### src/rtl/pulse_stretcher.sv
// Pulse stretcher: synchronizes an asynchronous trigger and emits a clean pulse with
// programmable delay and width. Optional retriggering in ACTIVE under `PS_RETRIGGER_EN.
module pulse_stretcher #(
    parameter int unsigned SYNC_STAGES = 2
) (
    input  logic        clk,
    input  logic        rst,
    input  logic        pulse_reg,
    input  logic [15:0] config_reg,
    output logic        pulse_out
);

    typedef enum logic [1:0] {
        IDLE   = 2'd0,
        DELAY  = 2'd1,
        ACTIVE = 2'd2
    } state_t;

    state_t state, state_next;

    logic [SYNC_STAGES-1:0] sync_q;
    logic                   sync_level;
    logic                   edge_q;
    logic                   trigger;

    logic [7:0] cfg_delay, cfg_width;
    logic [7:0] delay_lat, delay_lat_next;
    logic [7:0] width_lat, width_lat_next;
    logic [7:0] delay_cnt, delay_cnt_next;
    logic [7:0] width_cnt, width_cnt_next;
    logic       pulse_next;

    assign cfg_width = config_reg[7:0];
    assign cfg_delay = config_reg[15:8];

    always_ff @(posedge clk or negedge rst) begin
        if (!rst) begin
            sync_q <= '0;
            edge_q <= 1'b0;
        end else begin
            sync_q <= {sync_q[SYNC_STAGES-2:0], pulse_reg};
            edge_q <= sync_level;
        end
    end

    assign sync_level = sync_q[SYNC_STAGES-1];
    assign trigger    = sync_level & ~edge_q;

    // Counters start at 1 on entry so an equality compare against the latched value
    // ends the phase after exactly that many cycles; the compare also stops them at 255.
    always_comb begin
        state_next     = state;
        delay_lat_next = delay_lat;
        width_lat_next = width_lat;
        delay_cnt_next = delay_cnt;
        width_cnt_next = width_cnt;
        pulse_next     = 1'b0;

        case (state)
            IDLE: begin
                if (trigger) begin
                    delay_lat_next = cfg_delay;
                    width_lat_next = cfg_width;
                    if (cfg_width != 8'd0) begin
                        if (cfg_delay == 8'd0) begin
                            state_next     = ACTIVE;
                            width_cnt_next = 8'd1;
                            pulse_next     = 1'b1;
                        end else begin
                            state_next     = DELAY;
                            delay_cnt_next = 8'd1;
                        end
                    end
                end
            end

            DELAY: begin
                if (delay_cnt == delay_lat) begin
                    state_next     = ACTIVE;
                    width_cnt_next = 8'd1;
                    pulse_next     = 1'b1;
                end else begin
                    delay_cnt_next = delay_cnt + 8'd1;
                end
            end

            ACTIVE: begin
                pulse_next = 1'b1;
                if (width_cnt == width_lat) begin
                    state_next = IDLE;
                    pulse_next = 1'b0;
`ifdef PS_RETRIGGER_EN
                end else if (trigger && (cfg_width != 8'd0)) begin
                    delay_lat_next = cfg_delay;
                    width_lat_next = cfg_width;
                    width_cnt_next = 8'd1;
`endif
                end else begin
                    width_cnt_next = width_cnt + 8'd1;
                end
            end

            default: begin
                state_next = IDLE;
            end
        endcase
    end

    always_ff @(posedge clk or negedge rst) begin
        if (!rst) begin
            state     <= IDLE;
            delay_lat <= 8'd0;
            width_lat <= 8'd0;
            delay_cnt <= 8'd0;
            width_cnt <= 8'd0;
            pulse_out <= 1'b0;
        end else begin
            state     <= state_next;
            delay_lat <= delay_lat_next;
            width_lat <= width_lat_next;
            delay_cnt <= delay_cnt_next;
            width_cnt <= width_cnt_next;
            pulse_out <= pulse_next;
        end
    end

endmodule

### config.mk
export PLATFORM = sky130hd
export DESIGN_NAME = pulse_stretcher
export DESIGN_NICKNAME = d
export VERILOG_FILES = /design/src/rtl/pulse_stretcher.sv
export SDC_FILE = /design/constraint.sdc
export NUM_CORES = 1
export LEC_CHECK = 0
export BUFFER_PORTS_ARGS = -buffer_cell sky130_fd_sc_hd__buf_2
export CAP_MARGIN = 20
export CORE_MARGIN = 1
export CORE_UTILIZATION = 39
export CTS_CLUSTER_SIZE = 30
export DETAILED_ROUTE_END_ITERATION = 10
export PLACE_DENSITY_LB_ADDON = 0.12
export SYNTH_ARGS = -nofsm -noshare
export SYNTH_HDL_FRONTEND = slang
export SYNTH_SLANG_ARGS = --single-unit
### constraint.sdc
create_clock -name clk -period 2.03 [get_ports clk]
set_clock_uncertainty 0.05 [all_clocks]
set_input_delay 0.5075 -clock clk [delete_from_list [all_inputs] [get_ports clk]]
set_output_delay 0.5075 -clock clk [all_outputs]
set_load 0.03 [all_outputs]
==> reports/summary.txt <==
fraction of synthesis flops using an asynchronous set or reset pin: 1.000
violation count after the first detailed-route iteration: 52
setup_tns: 0 ps
TritonCTS buffer count: 5
CP max FO: 9
Detail Placement HPWL: 2903 µm
Post-Syn Nets: 194
biggest area consumer among synthesized cells: sky130_fd_sc_hd__dfrtp_1
cells resized by post-CTS repair: 0
hold buffer count at cts: 0
most frequent standard cell in the layout excluding fill and tap cells: sky130_fd_sc_hd__dfrtp_1
TritonCTS clock tree: yes
row cnt: 25
final hold violations: 0
critical path startpoint category: flop
area of the core: 4755 µm²
Initial DRT Pass Iterations: 4
cell class contributing the biggest share of worst-path delay: simple AND/OR/NAND/NOR gates
Cell Area, Synth: 1933 µm²
fraction of synthesized cell area taken by the top area cell type: 0.4919
clock slew at the register clock pins of the worst setup and hold paths: 80 ps
part of the cycle the worst path needs: 0.8880
Post-synth EDFFs: 0
cell at the root of the clock tree: sky130_fd_sc_hd__clkbuf_8
mean routed wirelength per cell: 14.76 µm
slowest cell delay on critical path: 450 ps
final setup vio count: 0
initial core utilization: 0.4066
share of the yosys chip area belonging to registers: 0.4919
peak supply drop: 494.1 µV
GP Congestion: 0.7462
remaining design rule violation count: 0
Detail Route Antenna Nets: 0
Critical Path RT: 2160 ps
Pwr per Cell Area: 1182 nW/µm²
flip-flop and latch count after synthesis: 38
cells along the critical path: xnor2_1 -> nand4_1 -> or2_1 -> mux2_4 -> a22o_1
All-Layer GR Usage: 0.1702
total overflow reported by the global router: 0
type of the setup path with the least slack: reg -> reg
maximum number of pins on one net before global-route repair: 22
number of global-route vias before repair: 1,408
antenna diode count: 0
wire length of the first global-routing pass: 6713 µm
relative slew slack: 0.6496
reported leakage power: 0.9281 nW
RSZ-0062 raised after global routing: no
instance count of the mapped netlist: 173
total power of the final layout: 2.628 mW
slew at the pin closest to its max-slew limit: 525.5 ps
Crit. End Element: flop
fraction of layout cells with a size suffix above 1: 0.2864
number of buffers inserted by port buffering: 19
die area: 5242 µm²
dominant cells by area after synthesis: sky130_fd_sc_hd__dfrtp_1 (49%), sky130_fd_sc_hd__mux2_2 (9.9%), sky130_fd_sc_hd__xnor2_1 (7.2%), sky130_fd_sc_hd__nor4_1 (2.3%), sky130_fd_sc_hd__a311o_1 (2.1%)
max-cap viol count: 0
CTS sink cnt: 38
buffers from clock root to sink, at most: 2
Final Max Tran Viols: 0
Max stage delay cell, worst path: sky130_fd_sc_hd__dfrtp_1
routed vias: 1,385
most frequent cells in the layout: sky130_fd_sc_hd__dfrtp_1 (38), sky130_fd_sc_hd__buf_2 (19), sky130_fd_sc_hd__mux2_2 (17), sky130_fd_sc_hd__xnor2_1 (16), sky130_fd_sc_hd__nor2_1 (9)
classification of the worst-slack hold path: in -> async
post-CTS setup buffer count: 0
Chip Width: 72.41 µm
number of buffer and inverter instances along the worst setup path: 0
die extent in y: 72.41 µm
multi-input logic area: 929.6 µm²
Warnings, synthesis: 0
synthesis-to-layout area growth: 15.02%
vias per cell: 5.207
minimum period implied by the final worst setup slack: 1803 ps
clock insertion delay at the later pin of the skew report: 290 ps
DRT Wirelength: 3926 µm
Netlist cell types: 42
antenna violations before repair: 0
Highest Clock Rate: 554.8 MHz
number of fillers in the final layout: 465
IO Pins: 20
net count reported at finish: 219
CP Data Arrival Time: 1930 ps
predominant post-synthesis flop cell: sky130_fd_sc_hd__dfrtp_1
count of H-tree levels built during CTS: 2
Finished Core Util: 0.4676
synthesized area divided by synthesized cell count: 11.17 µm²
sequential standard cell area: 950.9 µm²
run status: complete, no violations
state kept, by name, summed over array words and instances, names as in the netlist:
signal	flops
delay_lat	8
width_lat	8
edge_q	1
width_cnt	8
delay_cnt	8
pulse_out	1
state	2
sync_q	2
through the flow:
stage	setup slack (ps)	cells	hold WS (ps)	cell area [µm²]
global placement	15.60	258	292.9	2128
global route	120.3	266	162.0	2223
CTS	217.1	266	149.9	2223
floorplan	281.3	173	161.9	1933
detailed placement	-5.971	258	296.6	2128
finish	227.4	266	138.8	2223
cells in the mapped netlist (2+ instances only):
library cell               instances
sky130_fd_sc_hd__a31o_2            2
sky130_fd_sc_hd__o211a_1           2
sky130_fd_sc_hd__ha_1              2
sky130_fd_sc_hd__nand3_1           6
sky130_fd_sc_hd__nor4_1            7
sky130_fd_sc_hd__o21ai_0           2
sky130_fd_sc_hd__a31oi_1           3
sky130_fd_sc_hd__nor3b_1           5
sky130_fd_sc_hd__a21oi_1           6
sky130_fd_sc_hd__nor3_1            3
sky130_fd_sc_hd__or2_1             2
sky130_fd_sc_hd__nor2_1            9
sky130_fd_sc_hd__nor2b_1           3
sky130_fd_sc_hd__and3_1            2
sky130_fd_sc_hd__o21ai_1           2
sky130_fd_sc_hd__clkbuf_1          2
sky130_fd_sc_hd__inv_1             3
sky130_fd_sc_hd__nand4_1           5
sky130_fd_sc_hd__nand2b_1          2
sky130_fd_sc_hd__or3_1             2
sky130_fd_sc_hd__buf_2             3
sky130_fd_sc_hd__a311o_1           4
sky130_fd_sc_hd__a211o_1           2
sky130_fd_sc_hd__mux2_2           17
sky130_fd_sc_hd__dfrtp_1          38
sky130_fd_sc_hd__nand2_1           8
sky130_fd_sc_hd__xnor2_1          16
cells by family (layout without fill, tap and decap cells):
group,after synthesis,after routing,share of synthesized area
AO/OA/AOI/OAI,32,32,0.1256
buffers and inverters,10,36,0.02718
AND/OR/NAND/NOR,57,57,0.1631
multiplexers,18,18,0.1068
flip-flops,38,38,0.4919
adder cells (fa/ha/maj),2,2,0.01294
XOR/XNOR,16,16,0.07249
layer usage:
layer / track usage / vias up / share of wire
met2: 0.2866 / 25 / 0.51
met3: 0.04861 / 2 / 0.027
li1: - / 689 / -
met1: 0.2123 / 669 / 0.46
met5: 0 / - / 0
met4: 0.05011 / 0 / 0.0043
where the power goes:
part	internal (mW)	total [mW]	switching, mW	leakage (nW)
Sequential	1.02	1.30	0.279	0.468
Clock	0.273	0.537	0.264	0.0472
Combinational	0.481	0.792	0.311	0.413
cell type report:
| class | count | share of cell area |
|---|---|---|
| Multi-Input combinational cell | 125 | 0.4181 |
| Tap cell | 67 | 0.03770 |
| Timing Repair Buffer | 25 | 0.06865 |
| Sequential cell | 38 | 0.4277 |
| Clock inverter | 2 | 0.005627 |
| Inverter | 3 | 0.005065 |
| Clock buffer | 6 | 0.03714 |
worst paths after layout:
| check | from | end | slack (ps) | cells after the start |
|---|---|---|---|---|
| setup / recovery | delay_cnt[0] | delay_cnt[0] | 230 | 5 |
| hold / removal | rst | width_cnt[5] | 140 | 1 |
| setup reg to reg | delay_cnt[0] | delay_cnt[0] | 230 | 5 |
| hold reg to reg | sync_q[0] | sync_q[1] | 310 | 0 |
| max in group asynchronous | rst | delay_cnt[1] | 1310 | 2 |
| min in group clk | pulse_reg | sync_q[0] | 280 | 1 |
No activity file was read; power rests on OpenSTA's default activity.
